===== src/rtl/sync_fifo_flex.sv =====
// Single-clock FIFO with arbitrary depth, a true occupancy count,
// programmable almost-full/almost-empty levels, optional first-word-fall-through
// reads, and sticky overflow/underflow flags.
module sync_fifo_flex #(
  parameter int DATA_WIDTH = 8,
  parameter int MEM_DEPTH  = 333,
  parameter int FWFT       = 0,
  parameter int CNT_WIDTH  = $clog2(MEM_DEPTH + 1)
) (
  input  logic                  CLK,
  input  logic                  RST_n,
  input  logic                  W_EN,
  input  logic [DATA_WIDTH-1:0] I_DATA,
  input  logic                  R_EN,
  output logic [DATA_WIDTH-1:0] O_DATA,
  output logic                  O_VALID,
  output logic                  FULL,
  output logic                  EMPTY,
  output logic                  ALMOST_FULL,
  output logic                  ALMOST_EMPTY,
  output logic [CNT_WIDTH-1:0]  COUNT,
  input  logic [CNT_WIDTH-1:0]  AF_LEVEL,
  input  logic [CNT_WIDTH-1:0]  AE_LEVEL,
  output logic                  OVERFLOW,
  output logic                  UNDERFLOW,
  input  logic                  CLR_ERR
);

  localparam int PTR_W = (MEM_DEPTH > 1) ? $clog2(MEM_DEPTH) : 1;
  localparam logic [PTR_W-1:0]     LAST_PTR  = PTR_W'(MEM_DEPTH - 1);
  localparam logic [CNT_WIDTH-1:0] DEPTH_CNT = CNT_WIDTH'(MEM_DEPTH);

  logic [DATA_WIDTH-1:0] mem [MEM_DEPTH];

  logic [PTR_W-1:0]     wptr_q, wptr_d;
  logic [PTR_W-1:0]     rptr_q, rptr_d;
  logic [CNT_WIDTH-1:0] count_q, count_d;
  logic                 ovf_q, ovf_d;
  logic                 udf_q, udf_d;
  logic                 wr_acc, rd_acc;

  assign FULL         = (count_q == DEPTH_CNT);
  assign EMPTY        = (count_q == '0);
  assign ALMOST_FULL  = (count_q >= AF_LEVEL);
  assign ALMOST_EMPTY = (count_q <= AE_LEVEL);
  assign COUNT        = count_q;
  assign OVERFLOW     = ovf_q;
  assign UNDERFLOW    = udf_q;

  // Accesses are judged against registered flags only, so there is no bypass
  // through a full or empty FIFO even when the opposite side is active.
  assign wr_acc = W_EN && !FULL;
  assign rd_acc = R_EN && !EMPTY;

  // Next-state for pointers (explicit wrap at the last entry), occupancy and sticky errors.
  always_comb begin
    wptr_d  = wptr_q;
    rptr_d  = rptr_q;
    count_d = count_q;
    if (wr_acc) wptr_d = (wptr_q == LAST_PTR) ? '0 : wptr_q + 1'b1;
    if (rd_acc) rptr_d = (rptr_q == LAST_PTR) ? '0 : rptr_q + 1'b1;
    case ({wr_acc, rd_acc})
      2'b10:   count_d = count_q + 1'b1;
      2'b01:   count_d = count_q - 1'b1;
      default: count_d = count_q;
    endcase
    ovf_d = (ovf_q && !CLR_ERR) || (W_EN && FULL);
    udf_d = (udf_q && !CLR_ERR) || (R_EN && EMPTY);
  end

  // Control state register; contents are discarded on reset by clearing pointers and count.
  always_ff @(posedge CLK or negedge RST_n) begin
    if (!RST_n) begin
      wptr_q  <= '0;
      rptr_q  <= '0;
      count_q <= '0;
      ovf_q   <= 1'b0;
      udf_q   <= 1'b0;
    end else begin
      wptr_q  <= wptr_d;
      rptr_q  <= rptr_d;
      count_q <= count_d;
      ovf_q   <= ovf_d;
      udf_q   <= udf_d;
    end
  end

  // Storage array is intentionally left unreset; only accepted writes touch it.
  always_ff @(posedge CLK) begin
    if (wr_acc) mem[wptr_q] <= I_DATA;
  end

  generate
    if (FWFT != 0) begin : g_fwft
      logic [DATA_WIDTH-1:0] last_q, last_d;

      // Remember the word being popped so O_DATA holds it once the FIFO drains.
      always_comb begin
        last_d = last_q;
        if (rd_acc) last_d = mem[rptr_q];
      end

      // Last-popped register, cleared to zero on reset.
      always_ff @(posedge CLK or negedge RST_n) begin
        if (!RST_n) last_q <= '0;
        else        last_q <= last_d;
      end

      assign O_DATA  = EMPTY ? last_q : mem[rptr_q];
      assign O_VALID = !EMPTY;
    end else begin : g_std
      logic [DATA_WIDTH-1:0] data_q, data_d;
      logic                  valid_q, valid_d;

      // Registered read: load the head word on an accepted pop, otherwise hold.
      always_comb begin
        data_d  = data_q;
        valid_d = rd_acc;
        if (rd_acc) data_d = mem[rptr_q];
      end

      // Output data/valid register; valid is a one-cycle pulse per accepted read.
      always_ff @(posedge CLK or negedge RST_n) begin
        if (!RST_n) begin
          data_q  <= '0;
          valid_q <= 1'b0;
        end else begin
          data_q  <= data_d;
          valid_q <= valid_d;
        end
      end

      assign O_DATA  = data_q;
      assign O_VALID = valid_q;
    end
  endgenerate

endmodule


===== config.mk =====
export PLATFORM = sky130hd
export DESIGN_NAME = sync_fifo_flex
export DESIGN_NICKNAME = d
export VERILOG_FILES = /design/src/rtl/sync_fifo_flex.sv
export SDC_FILE = /design/constraint.sdc
export NUM_CORES = 2
export LEC_CHECK = 0
export ABC_AREA = 1
export BUFFER_PORTS_ARGS = -buffer_cell sky130_fd_sc_hd__clkbuf_2
export CORE_MARGIN = 4
export CORE_UTILIZATION = 60
export DETAILED_ROUTE_END_ITERATION = 16
export PLACE_DENSITY = 0.76
export SYNTH_ARGS = -nofsm -noshare
export SYNTH_HDL_FRONTEND = slang
export SYNTH_SLANG_ARGS = --single-unit

===== constraint.sdc =====
create_clock -name CLK -period 10.4 [get_ports CLK]
set_input_delay 1.56 -clock CLK [delete_from_list [all_inputs] [get_ports CLK]]
set_output_delay 1.56 -clock CLK [all_outputs]
set_load 0.01 [all_outputs]

==> results.tsv <==
metric	value	unit
Final ANT Viol Nets	0	
MaxCap Viol Count	0	
Setup Crit Path Kind	flip-flop to flip-flop	
hold path start	UNDERFLOW	
Hold Path Class	flip-flop to flip-flop	
total gr overflow	0	
Seq cells post-synth	2702	
Post-synth ARST share	0.01406	
CP most frequent cell	nand2_1	
Top Ports	55	
CP max stage cell	buf_4	
Fill cells	13510	
CTS buffer count	281	
leak pwr	45.62	nW
largest net degree at the start of global routing	239	
Ys Warns	0	
Placeable Area	0.1882	mm2
sink of the worst hold path	UNDERFLOW	
Max-slew headroom	0.1345	
vias per cell	6.048	
top_reg_cell synth	edfxtp_1	
die height	443.4	um
total wire length	304200	um
top cell family by delay on the critical path	buffers and inverters	
Vias	77530	
Syn Nets	10370	
top cell type's share of synthesized area	0.7034	
commonest cells after routing, fill and taps aside	edfxtp_1 (2664), nand2_1 (2644), nor2_1 (1567)	
crit path max fanout	215	
commonest non-fill, non-tap cell in the layout	edfxtp_1	
f_max	0.1866	GHz
H-tree depth	5	
r2r worst-path depth	19	
PD cells	248.9	mW/mm2
VDD IR max	0.2298	mV
placed insts	12340	
worst hold path cell count	2	
Final TNS setup	0	ns
clock sinks	2702	
drt pass-1 iters	8	
drt first-iter violations	11450	
CP bufs+invs	6	
port buffer count	54	
status	finished, final reports clean	
Die X	443.4	um
share of cells above drive strength 1	0.05389	
final hold violations	0	
endpoints failing setup	0	
Crit. End Element	flip-flop	
R2R Path End	O_DATA[3]	
Post-Synthesis Cells	10300	
worst skew pair latency	0.93	ns
max-slew violation count	0	
Final nets	10190	
total track usage	0.3053	
Finished Layout Cells	12820	
clock edge transition at the registers on the reported setup and hold paths	0.06	ns
sequential fraction of the synthesis area	0.7117	
Synth area leader	edfxtp_1	
RePlAce Congestion	0.9128	
Post-CTS Setup Inserts	0	
CP max stage delay	0.81	ns
DIE AREA	0.1966	mm2
CTS resizes	0	
DR WL/cell	23.73	um
CP Cell Sequence	buf_4, buf_12, buf_4, buf_4, nand2_1, nand3_1, nand2_1, nand2_1, nand2_1, inv_1, nand2_1, nand2_1, nand2_1, inv_1, nand2_1, nand2_1, nand2_1, o21ai_1, a21oi_1	
Reg2Reg Launch Point	rptr_q[0]	
Post-synth EDFFs	2664	
CTS max path bufs	4	
Avg Cell Area, Syn	11.04	um2
R2R Setup Slk	5.04	ns
clk_skew	0.04079	ns
WP data arrival	6.14	ns
Synth Cell Area	0.1137	mm2
number of remaining DRC errors	0	
period utilization	0.5153	
vias in the first global route	75040	
CP Launch Type	flip-flop	
half-perimeter wire length after placement	167800	um
CTS tree	built	
number of antenna violations at the first check in global routing	8	
post-cts hold buffer count	0	
Rows	159	
initial core utilization	0.6043	
Area contributors post-synth	edfxtp_1 (70%), nand2_1 (8.7%), nor2_1 (5.2%)	
Critical Path RT	11.18	ns
Worst-Margin Slew	1.293	ns
Syn-to-layout area delta	8.582	%
CTS root buf	clkbuf_16	
fin crit period	5.359	ns
Yosys cell types	42	
RSZ-0062 raised after global routing	false	
first-pass GRT wire length	457200	um
[worst max path at each step]
stage,from,endpoint,slack (ns),depth (start not counted)
5_1_grt,rptr_q[0],O_DATA[3],4.76,20
3_3_place_gp,rptr_q[0],O_DATA[5],5.32,19
6_report,rptr_q[0],O_DATA[3],5.04,19
3_5_place_dp,rptr_q[0],O_DATA[3],5.24,19
2_1_floorplan,AE_LEVEL[2],ALMOST_EMPTY,6.10,10
4_1_cts,rptr_q[0],O_DATA[3],5.19,19
[sequential cells by signal, summed over array words and instances (netlist names)]
signal	count
OVERFLOW	1
UNDERFLOW	1
O_VALID	1
O_DATA	8
wptr_q	9
COUNT	9
mem	2664
rptr_q	9
[per-stage QoR]
step	cell area, um2	worst slack [ns]	power (W)	hold WS, ns	util
detailed placement	115000	5.242	0.02115	0.5358	0.6111
CTS	123500	5.185	0.03052	0.5413	0.6561
floorplan	113700	6.100	0.01810	0.5489	-
global route	123500	4.759	0.03190	0.5579	0.6561
global placement	115000	5.322	0.02101	0.5104	0.6111
finish	123500	5.041	0.03074	0.5418	0.6562
[cell families after synthesis]
family	after synthesis	synth area share
and+or+nand+nor	5056	0.1768
adders and majority gates	33	0.003696
xor gates and xnor gates	5	0.0003850
buffers and inverters	1362	0.05254
DFF	2702	0.7117
AOI/OAI and AO/OA	1145	0.05488
[layer usage]
layer / share of wire / up-vias / global-route usage
met5: 0.000085 / - / 0
met1: 0.36 / 37080 / 0.4090
li1: - / 34510 / -
met3: 0.12 / 871 / 0.06715
met4: 0.055 / 4 / 0.1534
met2: 0.46 / 5066 / 0.4766
[power breakdown]
part	internal [W]	switching [W]	leakage (nW)	total [W]
logic	0.00226	0.00670	17.1	0.00896
registers	0.0121	0.000226	24.4	0.0123
clock network	0.00546	0.00401	4.15	0.00947
[worst register-to-register path, cell delays in order, from the launching register on]
cell and delay [ns]:
dfrtp_4 0.58, buf_4 0.55, buf_12 0.79, buf_4 0.84, buf_4 0.78, nand2_1 0.18, nand3_1 0.11, nand2_1 0.07
nand2_1 0.07, nand2_1 0.07, inv_1 0.06, nand2_1 0.06, nand2_1 0.06, nand2_1 0.11, inv_1 0.07, nand2_1 0.08
nand2_1 0.10, nand2_1 0.22, o21ai_1 0.34, a21oi_1 0.11
[layout make-up]
type | count | area, um2 | share of cell area
diodes | 8 | 20.02 | 0.0001621
clock buffers | 363 | 7570 | 0.06130
clock inverters | 114 | 890.9 | 0.007214
inverters | 744 | 2831 | 0.02293
multi-input cells | 6239 | 26860 | 0.2175
flip-flops and latches | 2702 | 80960 | 0.6556
well taps | 2495 | 3122 | 0.02528
repair buffers | 155 | 1246 | 0.01009
[synth_stat cells, types with 2 or more instances]
library cell	number
edfxtp_1	2664
nand2_1	2645
nor2_1	1569
nand3_1	790
o21ai_0	734
inv_1	722
buf_2	241
clkbuf_1	212
o211ai_1	154
a21oi_1	127
buf_4	69
o22ai_1	65
buf_1	57
o21ai_1	49
dfrtp_1	38
buf_6	37
ha_1	32
clkinv_1	14
or2_2	14
nand4_1	12
nor3_1	10
inv_2	7
a41oi_1	5
nor3b_1	5
xor2_1	4
a31oi_1	3
nor4_1	3
a211oi_1	2
a221oi_1	2
and3_1	2
buf_8	2
nand3b_1	2
nor3_2	2
Power figures use the tool's default switching activity.
